--- src/rtl/muldiv_pkg.sv ---
// rtl/muldiv_pkg.sv - shared types and op encoding for the multiply/divide scheduler
package muldiv_pkg;

  typedef enum logic [1:0] {
    IDLE = 2'd0,
    LOAD = 2'd1,
    CALC = 2'd2,
    RESP = 2'd3
  } state_e;

  localparam logic OP_MUL = 1'b1;
  localparam logic OP_DIV = 1'b0;

endpackage

--- src/rtl/rr_arb2.sv ---
// rtl/rr_arb2.sv - two-way round-robin arbiter; grant is one-hot or zero
module rr_arb2 (
  input  logic       clk,
  input  logic       rst_n,
  input  logic [1:0] req,
  input  logic       advance,
  output logic [1:0] gnt
);

  // prio_q names the requester that wins a tie
  logic prio_q, prio_d;

  always_comb begin
    gnt = 2'b00;
    unique case (req)
      2'b01:   gnt = 2'b01;
      2'b10:   gnt = 2'b10;
      2'b11:   gnt = prio_q ? 2'b10 : 2'b01;
      default: gnt = 2'b00;
    endcase
  end

  always_comb begin
    prio_d = prio_q;
    if (advance && (gnt != 2'b00)) begin
      prio_d = gnt[0];
    end
  end

  always_ff @(posedge clk) begin
    if (!rst_n) begin
      prio_q <= 1'b0;
    end else begin
      prio_q <= prio_d;
    end
  end

endmodule

--- src/rtl/muldiv_sched.sv ---
// rtl/muldiv_sched.sv - schedules two requesters onto a shared multiplier/divider
// Optional CALC watchdog: define MULDIV_TIMEOUT_EN.
module muldiv_sched
  import muldiv_pkg::*;
#(
  parameter int WIDTH   = 16,
  parameter int TIMEOUT = 64
) (
  input  logic                 clk,
  input  logic                 rst_n,
  input  logic                 req0,
  input  logic                 req1,
  input  logic                 mul0,
  input  logic                 mul1,
  input  logic [WIDTH-1:0]     a0,
  input  logic [WIDTH-1:0]     b0,
  input  logic [WIDTH-1:0]     a1,
  input  logic [WIDTH-1:0]     b1,
  output logic [1:0]           ack,
  output logic                 rsp_valid,
  output logic                 rsp_id,
  output logic [2*WIDTH-1:0]   rsp_res,
  output logic                 rsp_err,
  output logic                 em,
  output logic                 ed,
  output logic                 read,
  output logic [WIDTH-1:0]     op_a,
  output logic [WIDTH-1:0]     op_b,
  input  logic [2*WIDTH-1:0]   mult_s,
  input  logic [WIDTH-1:0]     div_q,
  input  logic [WIDTH-1:0]     div_r,
  input  logic                 done_m,
  input  logic                 done_d
);

  state_e state_q, state_d;

  logic               op_q, op_d;
  logic               id_q, id_d;
  logic [WIDTH-1:0]   a_q, a_d;
  logic [WIDTH-1:0]   b_q, b_d;
  logic [2*WIDTH-1:0] rsp_res_q, rsp_res_d;
  logic               rsp_id_q, rsp_id_d;
  logic               rsp_err_q, rsp_err_d;

  logic [1:0]         gnt;
  logic               grant_valid;
  logic               sel1;
  logic               sel_mul;
  logic [WIDTH-1:0]   sel_a;
  logic [WIDTH-1:0]   sel_b;
  logic               div_by_zero;
  logic               unit_done;
  logic               calc_expired;

  rr_arb2 u_arb (
    .clk     (clk),
    .rst_n   (rst_n),
    .req     ({req1, req0}),
    .advance (grant_valid),
    .gnt     (gnt)
  );

  assign grant_valid = rst_n && (state_q == IDLE) && (gnt != 2'b00);
  assign sel1        = gnt[1];
  assign sel_mul     = sel1 ? mul1 : mul0;
  assign sel_a       = sel1 ? a1 : a0;
  assign sel_b       = sel1 ? b1 : b0;
  assign div_by_zero = (sel_mul == OP_DIV) && (sel_b == '0);

  // Only the completion of the unit actually running counts
  assign unit_done = (op_q == OP_MUL) ? done_m : done_d;

`ifdef MULDIV_TIMEOUT_EN
  localparam int CNT_W = (TIMEOUT > 1) ? $clog2(TIMEOUT + 1) : 1;

  logic [CNT_W-1:0] calc_cnt_q, calc_cnt_d;

  always_comb begin
    calc_cnt_d = '0;
    if (state_q == CALC) begin
      calc_cnt_d = calc_cnt_q + 1'b1;
    end
  end

  always_ff @(posedge clk) begin
    if (!rst_n) begin
      calc_cnt_q <= '0;
    end else begin
      calc_cnt_q <= calc_cnt_d;
    end
  end

  // Fires on the TIMEOUT-th CALC cycle without a matching done
  assign calc_expired = (state_q == CALC) && (calc_cnt_q == CNT_W'(TIMEOUT - 1));
`else
  assign calc_expired = 1'b0;
`endif

  always_comb begin
    state_d   = state_q;
    op_d      = op_q;
    id_d      = id_q;
    a_d       = a_q;
    b_d       = b_q;
    rsp_res_d = rsp_res_q;
    rsp_id_d  = rsp_id_q;
    rsp_err_d = rsp_err_q;
    unique case (state_q)
      IDLE: begin
        if (grant_valid) begin
          op_d = sel_mul;
          id_d = sel1;
          a_d  = sel_a;
          b_d  = sel_b;
          if (div_by_zero) begin
            rsp_res_d = {sel_a, {WIDTH{1'b1}}};
            rsp_id_d  = sel1;
            rsp_err_d = 1'b1;
            state_d   = RESP;
          end else begin
            state_d = LOAD;
          end
        end
      end
      LOAD: begin
        state_d = CALC;
      end
      CALC: begin
        if (unit_done) begin
          rsp_res_d = (op_q == OP_MUL) ? mult_s : {div_r, div_q};
          rsp_id_d  = id_q;
          rsp_err_d = 1'b0;
          state_d   = RESP;
        end else if (calc_expired) begin
          rsp_res_d = '0;
          rsp_id_d  = id_q;
          rsp_err_d = 1'b1;
          state_d   = RESP;
        end
      end
      RESP: begin
        state_d = IDLE;
      end
      default: begin
        state_d = IDLE;
      end
    endcase
  end

  always_ff @(posedge clk) begin
    if (!rst_n) begin
      state_q   <= IDLE;
      op_q      <= OP_DIV;
      id_q      <= 1'b0;
      a_q       <= '0;
      b_q       <= '0;
      rsp_res_q <= '0;
      rsp_id_q  <= 1'b0;
      rsp_err_q <= 1'b0;
    end else begin
      state_q   <= state_d;
      op_q      <= op_d;
      id_q      <= id_d;
      a_q       <= a_d;
      b_q       <= b_d;
      rsp_res_q <= rsp_res_d;
      rsp_id_q  <= rsp_id_d;
      rsp_err_q <= rsp_err_d;
    end
  end

  // Enables are qualified by rst_n so an abort drops them without waiting for the edge
  assign ack       = grant_valid ? gnt : 2'b00;
  assign em        = rst_n && (state_q == CALC) && (op_q == OP_MUL);
  assign ed        = rst_n && (state_q == CALC) && (op_q == OP_DIV);
  assign read      = (state_q != CALC);
  assign rsp_valid = rst_n && (state_q == RESP);
  assign rsp_id    = rsp_id_q;
  assign rsp_res   = rsp_res_q;
  assign rsp_err   = rsp_err_q;
  assign op_a      = a_q;
  assign op_b      = b_q;

endmodule

--- config.mk ---
export PLATFORM = sky130hd
export DESIGN_NAME = muldiv_sched
export DESIGN_NICKNAME = d
export VERILOG_FILES = /design/src/rtl/muldiv_pkg.sv /design/src/rtl/rr_arb2.sv /design/src/rtl/muldiv_sched.sv
export SDC_FILE = /design/constraint.sdc
export NUM_CORES = 1
export LEC_CHECK = 0
export ABC_AREA = 1
export CORE_MARGIN = 1.5
export CORE_UTILIZATION = 40
export CTS_BUF_LIST = sky130_fd_sc_hd__clkbuf_8
export DETAILED_ROUTE_END_ITERATION = 12
export GPL_TIMING_DRIVEN = 0
export PLACE_DENSITY = 0.91
export SKIP_LAST_GASP = 1
export SYNTH_ARGS = -nofsm -noshare
export SYNTH_HDL_FRONTEND = slang
export SYNTH_HIERARCHICAL = 1
export SYNTH_SLANG_ARGS = --single-unit
export TNS_END_PERCENT = 5
--- constraint.sdc ---
create_clock -name clk -period 2.7 [get_ports clk]
set_input_delay 0.27 -clock clk [delete_from_list [all_inputs] [get_ports clk]]
set_output_delay 0.27 -clock clk [all_outputs]
set_load 0.005 [all_outputs]
==> impl_metrics.json, run 1 <==
{
  "synthToLayoutAreaGrowth_pct": 63.3,
  "cp.required_ps": 2430,
  "ys_top_cells_by_count": "146 x nand2_1, 77 x nor2_1, 71 x dfxtp_1",
  "synth.area.top_cells": "dfxtp_1 38%, nand2_1 15%, nor2_1 7.7%",
  "grt_pass1_wl_mm": 21.5,
  "multiInputGateArea_sq_mm": 0.00200,
  "end_kind": "output port",
  "ioPinCount": 208,
  "setup_slack_ps": -60.7,
  "clk_latency_ps": 340,
  "routed_wl_mm": 14.0,
  "status": "complete, but fails checks",
  "leakage_uw": 0.00258,
  "grt_setup_unrepaired": "true",
  "grt_pass1_vias": 4554,
  "yosys_register_bits": 71,
  "slew_headroom": 0.416,
  "ys_types": 28,
  "post-place-ws_ps": -376,
  "synth_top_flop_cell": "dfxtp_1",
  "drt_iter0_drc": 244,
  "num-nets-final": 918,
  "rows": 35,
  "path_clk_slew_ps": 70,
  "max_freq_ghz": 0.362,
  "top_layer_used": "met4",
  "root_buffer": "clkbuf_8",
  "cp_top_family": "buffers and inverters",
  "finalHoldViolCount": 0,
  "fin_area_sq_mm": 0.00617,
  "remaining_drc_errors": 0,
  "cts_setup_buffers": 0,
  "setup.worst_path.class": "input port to output port",
  "critical-path-max-stage-delay_ps": 530,
  "slowest_stage": "clkdlybuf4s50_1",
  "utilization": 0.670,
  "clock_skew_ps": 11.3,
  "synth_nets": 702,
  "antenna_found_initial": 0,
  "grt_max_degree": 18,
  "ir_drop_v": 0.000378,
  "initial_core_util": 0.411,
  "cap_violations": 0,
  "dr_wl_met2_mm": 6.96,
  "yosysWarnings": 6,
  "routedWlPerCell_microns": 15.6,
  "r2r_slack_ps": 390,
  "synth_edf_count": 0,
  "syn_inst": 563,
  "die_h_microns": 100,
  "gp_congestion": 0.902,
  "seq_area_sq_mm": 0.00142,
  "synth.most_common_cell": "nand2_1",
  "wirelength_met1_mm": 5.55,
  "yosysTopAreaCellShare": 0.376,
  "synthArstFlopShare": 0,
  "finalCritPeriodShare": 1.02,
  "synth_area_sq_mm": 0.00378,
  "dpl.hpwl_mm": 11.1,
  "layout-drive-gt1-share": 0.0511,
  "crit_fanout": 17,
  "synth_area_per_cell_sq_um": 6.71,
  "min_period_ps": 2760,
  "placed_cell_area_sq_mm": 0.00599,
  "htree_levels": 3,
  "nFillCells": 793,
  "drv_slew": 0,
  "num_antenna_cells": 0,
  "clock_sinks": 71,
  "crit_chain": "clkdlybuf4s50_1, a21boi_2, buf_6, o21ai_4, nor2_2, inv_1, nor2_1, clkdlybuf4s50_1",
  "arrival_ps": 2490,
  "powerDensity_mw_per_mm2": 801,
  "fin_total_pwr_uw": 4940,
  "cts_tree": "done",
  "crit_top_cell": "clkdlybuf4s50_1",
  "wl_met3_mm": 1.16,
  "die_area_sq_mm": 0.0100,
  "port_buffers": 207,
  "worst_pin_slew_ps": 876,
  "setup.worst_path.start_class": "input port",
  "setup_violations": 2,
  "overflow": 0,
  "seq_area_frac_synth": 0.376,
  "core_area_sq_mm": 0.00920,
  "violations": "setup timing",
  "yosysTopAreaCell": "dfxtp_1",
  "vias_per_cell": 5.15,
  "die_w_microns": 100,
  "cts.path.max_buffers": 2,
  "dr.pass1.iters": 5,
  "grt_usage": 0.275,
  "min_path_type": "register to register",
  "cts_buffers": 9,
  "vias": 4600,
  "ant_nets": 0,
  "crit_buf_inv": 4
}
==> cell usage in the layout (no fill, tap or decap) <==
cell / instances
buf_2: 9
inv_1: 37
nand2_4: 1
nand2_2: 1
nor2_2: 1
ha_1: 3
clkbuf_8: 9
a21boi_2: 1
buf_8: 1
nand2_1: 146
inv_2: 2
mux2i_1: 16
nand3_1: 55
clkbuf_1: 22
nor2_1: 76
nor3_1: 2
o21ai_1: 4
dfxtp_1: 71
clkbuf_2: 2
a21oi_4: 1
a21boi_1: 1
o21ai_0: 47
o21ai_4: 1
clkdlybuf4s50_1: 207
clkinv_2: 4
bufinv_16: 1
nand3b_1: 16
o22ai_1: 16
buf_6: 5
or2_1: 5
a21oi_1: 18
o21a_1: 1
a21oi_2: 1
==> worst reg2reg max path, stage by stage, from the launching register on <==
cell	delay (ps)
dfxtp_1	350
inv_1	70
a21boi_2	180
buf_6	180
buf_8	170
nand2_1	70
nand2_1	110
nand3_1	90
nor2_1	110
nand3_1	140
nand2_2	220
buf_2	260
nand3b_1	120
nand2_1	90
nor2_1	50
==> registers in the layout (all words and copies together) (netlist names), 2 cells and up <==
signal,cells
op_a,16
rsp_res,32
op_b,16
state_q,2
==> path summary, 6_finish.rpt <==
| check | start | endpoint | cells after the start |
|---|---|---|---|
| worst max-delay path | req1 | ack[0] | 8 |
| worst min-delay path | op_b[13] | op_b[13] | 2 |
| worst max register to register | u_arb/prio_q | rsp_res[31] | 14 |
| worst min register to register | op_b[13] | op_b[13] | 2 |
==> cells by family after synthesis <==
family	Yosys count	synth area share
compound gates	91	0.135
flops	71	0.376
fa+ha+maj	3	0.00994
simple gates	303	0.342
mux	16	0.0424
buf+inv	79	0.0944
==> where the power goes <==
part	internal [uW]	switching, uW	total (uW)
combinational	1250	1280	2520
clock	413	401	813
sequential	1400	195	1600
==> area by class of cell <==
class	count	area share
plain buffers	39	0.0339
clock buffers	9	0.0201
clock inverters	6	0.00873
inverters	38	0.0231
multi-input cells	413	0.325
flip-flops and latches	71	0.231
well taps	111	0.0225
repair buffers	207	0.336
==> stage by stage <==
stage | cells | setup TNS, ps | hold WS [ps]
after global routing | 894 | -492 | 495
after CTS | 895 | -142 | 479
final | 894 | -112 | 476
after global placement | 881 | -571 | 458
after floorplan | 563 | 0 | 392
after detailed placement | 881 | -2550 | 465
==> routing by layer <==
layer	vias up	GRT usage
met1	2092	0.316
met3	31	0.0641
li1	2249	-
met4	0	0.120
met2	228	0.487
met5	-	0
==> repair_timing <==
item / 4_1_cts / 5_1_grt
endpoints found under the setup margin: 4 / 4
pin swaps: 0 / 0
resized for setup: 4 / 1
hold buffers: 0 / 0
Power figures use the tool's default switching activity.
==> run 2, diff against run 1 <==
--- a/config.mk
+++ b/config.mk
@@ -17,4 +17,3 @@
 export SYNTH_HDL_FRONTEND = slang
 export SYNTH_HIERARCHICAL = 1
 export SYNTH_SLANG_ARGS = --single-unit
-export TNS_END_PERCENT = 5
==> run 2 against run 1 <==
Compared with the run above:
- count of clock-buffer cells in the layout is the same
- largest power group unchanged
- power grew 1.1%
- fmax grew 5.0%
- global-route usage shrank 0.10 points
- register-to-register slack lost 60 ps
- clock power is essentially flat
- the flow now finishes without violations
==> impl_metrics.json, run 2 (synthesis gave the netlist of run 1 again) <==
{
  "dpl.hpwl_mm": 11.1,
  "status": "finished clean",
  "cp.required_ps": 2430,
  "finalCritPeriodShare": 0.974,
  "max_freq_ghz": 0.380,
  "utilization": 0.679,
  "cap_violations": 0,
  "synthToLayoutAreaGrowth_pct": 65.3,
  "cts.path.max_buffers": 2,
  "ant_nets": 0,
  "ioPinCount": 208,
  "fin_total_pwr_uw": 4990,
  "routedWlPerCell_microns": 15.7,
  "clock_skew_ps": 12.3,
  "leakage_uw": 0.00262,
  "final_cell_mix": "207 x clkdlybuf4s50_1, 146 x nand2_1, 75 x nor2_1, 71 x dfxtp_1, 55 x nand3_1",
  "drv_slew": 0,
  "drt_iter0_drc": 239,
  "arrival_ps": 2360,
  "finalHoldViolCount": 0,
  "crit_top_cell": "clkdlybuf4s50_1",
  "largest_reg_flops": 32,
  "num-nets-final": 925,
  "layout-drive-gt1-share": 0.0633,
  "crit_fanout": 11,
  "crit_chain": "clkdlybuf4s50_1, a21boi_4, buf_6, o21ai_4, nor2_4, buf_4, nand2_1, inv_1, clkdlybuf4s50_1",
  "initial_core_util": 0.411,
  "cts_buffers": 9,
  "ir_drop_v": 0.000378,
  "reg2reg_from": "u_arb/prio_q",
  "remaining_drc_errors": 0,
  "hold_start": "op_b[13]",
  "rows": 35,
  "slew_headroom": 0.623,
  "core_area_sq_mm": 0.00920,
  "setup.worst_path.class": "input port to output port",
  "path_clk_slew_ps": 70,
  "post-place-ws_ps": -376,
  "antenna_found_initial": 0,
  "cts.hold.buffers_added": 0,
  "routed_wl_mm": 14.1,
  "setup_violations": 0,
  "die_h_microns": 100,
  "setup_slack_ps": 70.7,
  "num_antenna_cells": 0,
  "clk_latency_ps": 340,
  "grt_max_degree": 20,
  "setup.worst_path.start_class": "input port",
  "vias_per_cell": 5.18,
  "htree_levels": 3,
  "die_w_microns": 100,
  "grt_pass1_wl_mm": 21.5,
  "port_buffers": 207,
  "slowest_stage": "clkdlybuf4s50_1",
  "crit_buf_inv": 5,
  "cp_top_family": "buffers and inverters",
  "worst_pin_slew_ps": 566,
  "gp_congestion": 0.902,
  "cp-startpoint": "req1",
  "mostFrequentLayoutCell": "clkdlybuf4s50_1",
  "cts_tree": "done",
  "die_area_sq_mm": 0.0100,
  "dr.pass1.iters": 7,
  "vias": 4670,
  "critical-path-max-stage-delay_ps": 540,
  "min_period_ps": 2630,
  "hold_ws_ps": 477,
  "grt_usage": 0.274,
  "clock_sinks": 71,
  "overflow": 0,
  "powerDensity_mw_per_mm2": 799,
  "grt_pass1_vias": 4541,
  "grt_setup_unrepaired": "true",
  "end_kind": "output port",
  "root_buffer": "clkbuf_8",
  "min_path_type": "register to register"
}
[run 2: worst reg2reg max path, cell delays in order (launching register included)]
cell,delay [ps]
dfxtp_1,350
inv_1,90
a21boi_4,160
buf_6,170
buf_8,230
nand2_1,80
nand2_1,110
nand3_1,90
nor2_1,110
nand3_1,140
nand2_2,220
buf_2,260
nand3b_1,120
nand2_1,90
nor2_1,50
[run 2: metrics by stage]
| step | instance area [sq um] | cells | setup TNS, ps |
|---|---|---|---|
| detailed placement | 5990 | 881 | -2550 |
| finish | 6240 | 901 | 0 |
| floorplan | 3780 | 563 | 0 |
| CTS | 6170 | 894 | -118 |
| global placement | 5990 | 881 | -571 |
| global route | 6240 | 901 | -65.3 |
[run 2: what timing repair did]
action	in CTS	in global routing
setup endpoints to repair	4	3
resized for setup	5	7
buffers inserted	0	9
[run 2: final timing paths]
kind | end | slack (ps) | depth (start not counted)
worst max-delay path | ack[1] | 70 | 9
worst max register to register | rsp_res[31] | 330 | 14
worst min register to register | op_b[13] | 480 | 2
worst min-delay path | op_b[13] | 480 | 2
[run 2: power breakdown]
group          switching (uW)  total [uW]  internal [uW]  leakage (uW)
clock network             402         814            412     0.0000998
logic                    1290        2570           1280       0.00193
registers                 198        1600           1410      0.000582
total                    1890        4990           3100       0.00262
[run 2: layout make-up]
type	instances	area [sq um]
Fill cell	787	2950
Timing Repair Buffer	216	2140
Multi-Input combinational cell	413	2020
Sequential cell	71	1420
Buffer	37	203
Inverter	38	146
Tap cell	111	139
Clock buffer	9	124
Clock inverter	6	53.8
[run 2: routing by layer]
metal | GRT usage | share of wire | routed length (microns) | vias up
li1 | - | - | - | 2261
met1 | 0.315 | 0.40 | 5640 | 2156
met2 | 0.489 | 0.50 | 7050 | 219
met3 | 0.0655 | 0.076 | 1080 | 34
met4 | 0.109 | 0.025 | 352 | 0
met5 | 0 | 0 | 0 | -
==> run 3, diff against run 2 <==
--- a/config.mk
+++ b/config.mk
@@ -17,3 +17,4 @@
 export SYNTH_HDL_FRONTEND = slang
 export SYNTH_HIERARCHICAL = 1
 export SYNTH_SLANG_ARGS = --single-unit
+export TNS_END_PERCENT = 30
==> results of run 3 <==
The final DEF is identical to that of run 1; final timing and power are the same.
